### config.mk
export PLATFORM = sky130hd
export DESIGN_NAME = or4_stimulus_sequencer
export DESIGN_NICKNAME = d
export VERILOG_FILES = /design/src/rtl/or4_stimulus_sequencer.sv
export SDC_FILE = /design/constraint.sdc
export NUM_CORES = 1
export LEC_CHECK = 0
export ABC_AREA = 1
export CORE_ASPECT_RATIO = 0.75
export CORE_MARGIN = 2
export CORE_UTILIZATION = 45
export CTS_CLUSTER_SIZE = 12
export DETAILED_ROUTE_END_ITERATION = 10
export PLACE_DENSITY = 0.69
export SETUP_SLACK_MARGIN = 0.3
export SLEW_MARGIN = 40
export SYNTH_ARGS = -nofsm -noshare
export SYNTH_HDL_FRONTEND = slang
export SYNTH_SLANG_ARGS = --single-unit
### constraint.sdc
create_clock -name clk -period 1.1 [get_ports clk]
set_input_delay 0.11 -clock clk [delete_from_list [all_inputs] [get_ports clk]]
set_output_delay 0.11 -clock clk [all_outputs]
set_load 0.01 [all_outputs]
### src/rtl/or4_stimulus_sequencer.sv
// Cycle-exact pattern source for the four-input OR block: steps through a
// selectable 4-bit sequence, holding each pattern HOLD cycles for SWEEPS passes.
module or4_stimulus_sequencer #(
  parameter int HOLD   = 4,
  parameter int SWEEPS = 1,
  parameter int CNT_W  = 8
) (
  input  logic       clk,
  input  logic       rst_n,
  input  logic       start,
  input  logic       abort,
  input  logic       pause,
  input  logic [1:0] mode,
  output logic       a,
  output logic       b,
  output logic       c,
  output logic       d,
  output logic       step,
  output logic       busy,
  output logic       done
);

  typedef enum logic [1:0] {S_IDLE, S_RUN, S_DONE} state_t;

  localparam logic [CNT_W-1:0] HOLD_LAST  = CNT_W'(HOLD - 1);
  localparam logic [CNT_W-1:0] SWEEP_LAST = CNT_W'(SWEEPS - 1);

  state_t           r_state, w_state_nx;
  logic [1:0]       r_mode, w_mode_nx;
  logic [3:0]       r_pat, w_pat_nx;
  logic [3:0]       r_idx, w_idx_nx;
  logic [CNT_W-1:0] r_hold, w_hold_nx;
  logic [CNT_W-1:0] r_sweep, w_sweep_nx;
  logic             r_step, w_step_nx;
  logic             r_busy, w_busy_nx;
  logic             r_done, w_done_nx;
  logic [3:0]       w_idx_inc;

  function automatic logic [3:0] f_first(input logic [1:0] md);
    return (md == 2'd1 || md == 2'd3) ? 4'b0001 : 4'b0000;
  endfunction

  // r_idx counts position within a pass, so the last pattern is a fixed index per mode.
  function automatic logic [3:0] f_last_idx(input logic [1:0] md);
    case (md)
      2'd1:    return 4'd3;
      2'd3:    return 4'd14;
      default: return 4'd15;
    endcase
  endfunction

  function automatic logic [3:0] f_next(input logic [1:0] md, input logic [3:0] idx_nx,
                                        input logic [3:0] pat);
    case (md)
      2'd0:    return idx_nx;
      2'd1:    return {pat[2:0], 1'b0};
      2'd2:    return idx_nx ^ {1'b0, idx_nx[3:1]};
      default: return {pat[2:0], pat[3] ^ pat[2]};
    endcase
  endfunction

  assign w_idx_inc = r_idx + 4'd1;

  always_ff @(posedge clk or negedge rst_n) begin
    if (!rst_n) begin
      r_state <= S_IDLE;
      r_mode  <= 2'd0;
      r_pat   <= 4'd0;
      r_idx   <= 4'd0;
      r_hold  <= '0;
      r_sweep <= '0;
      r_step  <= 1'b0;
      r_busy  <= 1'b0;
      r_done  <= 1'b0;
    end else begin
      r_state <= w_state_nx;
      r_mode  <= w_mode_nx;
      r_pat   <= w_pat_nx;
      r_idx   <= w_idx_nx;
      r_hold  <= w_hold_nx;
      r_sweep <= w_sweep_nx;
      r_step  <= w_step_nx;
      r_busy  <= w_busy_nx;
      r_done  <= w_done_nx;
    end
  end

  always_comb begin
    w_state_nx = r_state;
    w_mode_nx  = r_mode;
    w_pat_nx   = r_pat;
    w_idx_nx   = r_idx;
    w_hold_nx  = r_hold;
    w_sweep_nx = r_sweep;
    w_step_nx  = 1'b0;
    w_busy_nx  = r_busy;
    w_done_nx  = 1'b0;
    case (r_state)
      S_IDLE: begin
        w_pat_nx  = 4'd0;
        w_busy_nx = 1'b0;
        if (start && !abort) begin
          w_state_nx = S_RUN;
          w_mode_nx  = mode;
          w_pat_nx   = f_first(mode);
          w_idx_nx   = 4'd0;
          w_hold_nx  = '0;
          w_sweep_nx = '0;
          w_step_nx  = 1'b1;
          w_busy_nx  = 1'b1;
        end
      end
      S_RUN: begin
        if (abort) begin
          w_state_nx = S_IDLE;
          w_pat_nx   = 4'd0;
          w_idx_nx   = 4'd0;
          w_hold_nx  = '0;
          w_sweep_nx = '0;
          w_busy_nx  = 1'b0;
        end else if (pause) begin
          w_step_nx = 1'b0;
        end else if (r_hold < HOLD_LAST) begin
          w_hold_nx = r_hold + 1'b1;
        end else if (r_idx < f_last_idx(r_mode)) begin
          w_idx_nx  = w_idx_inc;
          w_pat_nx  = f_next(r_mode, w_idx_inc, r_pat);
          w_hold_nx = '0;
          w_step_nx = 1'b1;
        end else if (r_sweep < SWEEP_LAST) begin
          w_idx_nx   = 4'd0;
          w_pat_nx   = f_first(r_mode);
          w_hold_nx  = '0;
          w_sweep_nx = r_sweep + 1'b1;
          w_step_nx  = 1'b1;
        end else begin
          w_state_nx = S_DONE;
          w_pat_nx   = 4'd0;
          w_idx_nx   = 4'd0;
          w_hold_nx  = '0;
          w_sweep_nx = '0;
          w_busy_nx  = 1'b0;
          w_done_nx  = 1'b1;
        end
      end
      S_DONE: begin
        w_state_nx = S_IDLE;
        w_pat_nx   = 4'd0;
        w_busy_nx  = 1'b0;
      end
      default: begin
        w_state_nx = S_IDLE;
        w_pat_nx   = 4'd0;
        w_busy_nx  = 1'b0;
      end
    endcase
  end

  assign {a, b, c, d} = r_pat;
  assign step = r_step;
  assign busy = r_busy;
  assign done = r_done;

endmodule

After elaboration in Yosys (flattened, before gate mapping):

Cells that the tools add are included.

* reductions and logical operators: 14
* add/subtract/negate cells: 3
* mux-type cells: 58
* bitwise gates (word level): 2
* magnitude comparators: 3
* eq/ne operators: 11

Operator list (count)
* two-way mux 8 bit: 9
* two-way mux 4 bit: 13
* one-hot mux 8 bit (2 select lines): 2
* one-hot mux 4 bit (2 select lines): 3
* two-way mux 1 bit: 21
* adder 8 x 1 -> 8 bit (second input constant): 2
* two-way mux 2 bit: 6
* != test 3 bit (second input constant): 4
* one-hot mux 4 bit (3 select lines): 1
* AND reduction 5 bit: 2
* less-than comparator 8 x 1 -> 1 bit (second input constant): 1
* less-than comparator 8 x 2 -> 1 bit (second input constant): 1
* AND reduction 4 bit: 2
* == test 2 x 1 -> 1 bit (second input constant): 3
* == test 2 bit (second input constant): 3
* adder 4 x 1 -> 4 bit (second input constant): 1
* zero test 2 bit: 2
* less-than comparator 4 bit: 1
* one-hot mux 1 bit (2 select lines): 2
* one-hot mux 2 bit (2 select lines): 1
* AND reduction 2 bit: 2
* XOR 4 x 3 -> 4 bit: 1
* AND reduction 3 bit: 1
* logical OR 1 bit: 2
* 5 further kinds: 5

* bits in registers: 31
* input bits: 7
* logic and storage cells: 100

Depth between registers and ports, before layout:

* word-level depth: 12
* gate-level depth with buffers: 9
* mapped depth without buffers: 9

Worst setup path before layout:

OpenSTA, ideal clock, no wires.

* kind: reg-to-reg
* from: register r_hold[0]
* to: register r_pat[0]
* buffers on the path: 0
* path slack: -0.150 ns
* data arrival time: 1.126 ns
* required time: 0.976 ns
* stages on the path, launching flop included: 10
* path through: dfrtp_1 > ha_1 > inv_1 > nand2_1 > nor2_2 > nor2_2 > nand2_4 > inv_2 > nand2_1 > nand3_1

* cells in the longest elaborated chain, start to end: 3

Ends and longest elaborated chain
* from (decl): RTL line 32 `logic [CNT_W-1:0] r_hold, w_hold_nx;`
* from (signal assigned): RTL line 80 `r_hold <= w_hold_nx;`
* less-than comparator 8 x 2 -> 1 bit: RTL line 123 `end else if (r_hold < HOLD_LAST) begin`
* != test 3 bit (no source line)
* AND reduction 2 bit (no source line)
* to (signal assigned): RTL line 78 `r_pat <= w_pat_nx;`
* to (decl): RTL line 30 `logic [3:0] r_pat, w_pat_nx;`

Every way passes these cells.
A chain may end at the register's enable or synchronous reset.

Worst setup path in the final report:

* from: register r_hold[0]
* to: register r_pat[1]

Same word-level chain as after synthesis.

==> qor.txt <==
status = finished with violations
failing checks = negative setup slack
initial antenna violation count = 0
CP top delay family = simple AND/OR/NAND/NOR gates
Yosys warning count = 0
Final Critical Period = 1.30 ns
PwrDens = 1160 nW/um^2
Layout Skew = 0.00302 ns
# port buffers = 13
routability cong. = 0.893
largest net degree at the start of global routing = 24
Inserted Clock Buffers = 3
Req. time, crit path = 1.32 ns
setup ws final = -0.196 ns
LEAKAGE = 0.000928 uW
Fmax = 0.771 GHz
Sw Share = 35.7%
Area Overhead vs Synth = 51.8%
fin crit share = 118%
TritonCTS clock tree = built
Post-Route WL = 2.90 mm
Synth top cells by count = 50 x nand2_1, 23 x dfrtp_1, 21 x inv_1, 16 x nor2_1, 9 x nand3_1
CP bufs+invs = 2
Die Y = 49.0 um
max-slew violation count = 0
part of the power in registers = 46.7%
drt first pass iters = 4
Vias = 1143
H-Tree Depth = 1
cell row count = 16
combinational power share = 35.1%
Yosys top cell by area = dfrtp_1
DR vias/cell = 4.84
CTS clk-pin slew, worst paths = 0.12 ns
number of global-route vias before repair = 1124
RSZ-0062 raised after global routing = true
fin area = 1840 sq um
syn_area_per_cell = 7.92 sq um
Main synth FF type = dfrtp_1
Critical Path Max Stage Delay = 0.40 ns
Final Setup Violations = 23
1st-iter DRT viols = 28
Clk pwr share = 18.2%
P_int = 1370 uW
Worst VDD drop = 0.664 mV
antenna cells = 0
Slowest cell on crit path = dfrtp_1
gr ovfl total = 0
Syn Inst Count = 153
Antenna Nets Post-Route = 0
total of max-cap violations = 0
clk sinks = 23
Seq cells post-synth = 23
final hold vios = 0
area of the core = 2580 sq um
FFs w/ async S/R, synth = 100%
first-pass GRT wire length = 5.04 mm
Max Fanout on Critical Path = 7
Worst setup startpoint = r_hold[0]
switching pwr = 763 uW
Initial Util = 46.9%
share of the yosys chip area belonging to registers = 47.5%
Unique masters post-synth = 21
I/O pin cnt = 14
nets = 210
Detail Placement HPWL = 2.09 mm
layout cells sized above 1 = 51.0%
slew margin rel. = 82.7%
critical path type = reg2reg
clock tree buffer depth = 2
WP data arrival = 1.51 ns
Hold/Removal Path Class = in2async
syn nets = 162
worst-margin pin slew = 0.259 ns
Synth top area share = 47.5%
EDFF count, synth = 0
Worst-Skew Late Latency = 0.31 ns
area post-placement = 1610 sq um
die width = 63.9 um
Synth Cell Area = 1210 sq um
RR Startpoint = r_hold[0]
most common cell in the netlist = nand2_1
largest cells by area after synthesis = dfrtp_1 47%, nand2_1 15%, inv_1 6.5%
Final Hold Slack = 0.131 ns
Clock Tree Root = clkbuf_4
Die Area = 3130 sq um
aggregate global-route resource usage = 21.0%
DR WL/cell = 12.3 um
Setup crit start kind = flip-flop
detailed-route DRC error count = 0
CP endpoint kind = flip-flop
critical-path cell list = ha_2, inv_2, nand2_4, nor2_4, nor2_4, nand2_4, inv_4, nand2_2, nand2_2
[cell families (layout without fill, tap and decap cells)]
logic type	after synthesis	count (layout)	share of synthesized area, %
buffers and inverters	24	71	8.26
adders and majority gates	2	2	2.06
AOI/OAI and AO/OA	12	12	7.33
DFF	23	23	47.5
and+or+nand+nor	91	91	34.2
xor gates and xnor gates	1	1	0.723
[through the flow]
| stage | worst slack [ns] | util, % | total power, uW | setup TNS (ns) | std cells |
|---|---|---|---|---|---|
| floorplan | -0.0762 | - | 1410 | -0.489 | 153 |
| CTS | -0.205 | 67.4 | 2070 | -3.54 | 234 |
| global placement | -0.272 | 62.3 | 1620 | -5.06 | 222 |
| detailed placement | -0.323 | 62.3 | 1640 | -6.10 | 222 |
| finish | -0.196 | 71.3 | 2140 | -3.19 | 236 |
| global route | -0.278 | 71.3 | 2270 | -4.65 | 236 |
[registers in the layout, summed over array words and instances (netlist names)]
register and cells:
r_mode 2, r_idx 4, step 1, r_state 2
done 1, r_pat 4, r_hold 8, busy 1
[final cells by class]
cell class              count  area (sq um)
multi-input cells         106           737
clock buffers               4          26.3
flip-flops and latches     23           582
fillers                   202           742
well taps                  36          45.0
repair buffers             44           359
inverters                  23          91.3
[timing repair]
action                                  4_1_cts  5_1_grt
hold buffers                                  0        0
endpoints found under the setup margin       30       30
resized for setup                            57       26
setup buffers                                 8        2
pin swaps                                    10       25
[path summary, 6_finish.rpt]
check                             end  slack (ns)  cells after the start
max                          r_pat[1]       -0.20                      9
min                        r_state[0]        0.13                      2
max reg2reg                  r_pat[1]       -0.20                      9
min reg2reg                      busy        0.50                      2
max in group asynchronous    r_idx[0]        0.82                      2
min in group clk            r_mode[1]        0.36                      3
[per-layer routing]
layer  GRT usage [%]  share of wire, %  wire [um]  vias up
li1                -                 -          -      567
met1            25.9                42       1230      557
met2            36.8                54       1560       14
met3            4.16               2.8         80        5
met4            6.52               1.1         31        0
met5               0                 0          0        -
[placed cells by master (no fill, tap or decap), types with 6 or more instances in the layout]
cell,n
nor2_1,6
dfrtp_1,18
nand2_2,13
nand2_1,34
nor2_4,9
nand3_1,6
buf_4,26
clkdlybuf4s50_1,6
inv_2,6
inv_1,15
nand2_4,8
buf_2,7
[power groups by stage]
stage / clock [uW] / sequential [uW] / combinational [uW]
floorplan: 0 / 990 / 418
global placement: 0 / 1010 / 610
detailed placement: 0 / 1010 / 627
CTS: 398 / 996 / 678
global route: 434 / 1000 / 834
finish: 388 / 998 / 750
(Power assumes the default switching activity.)
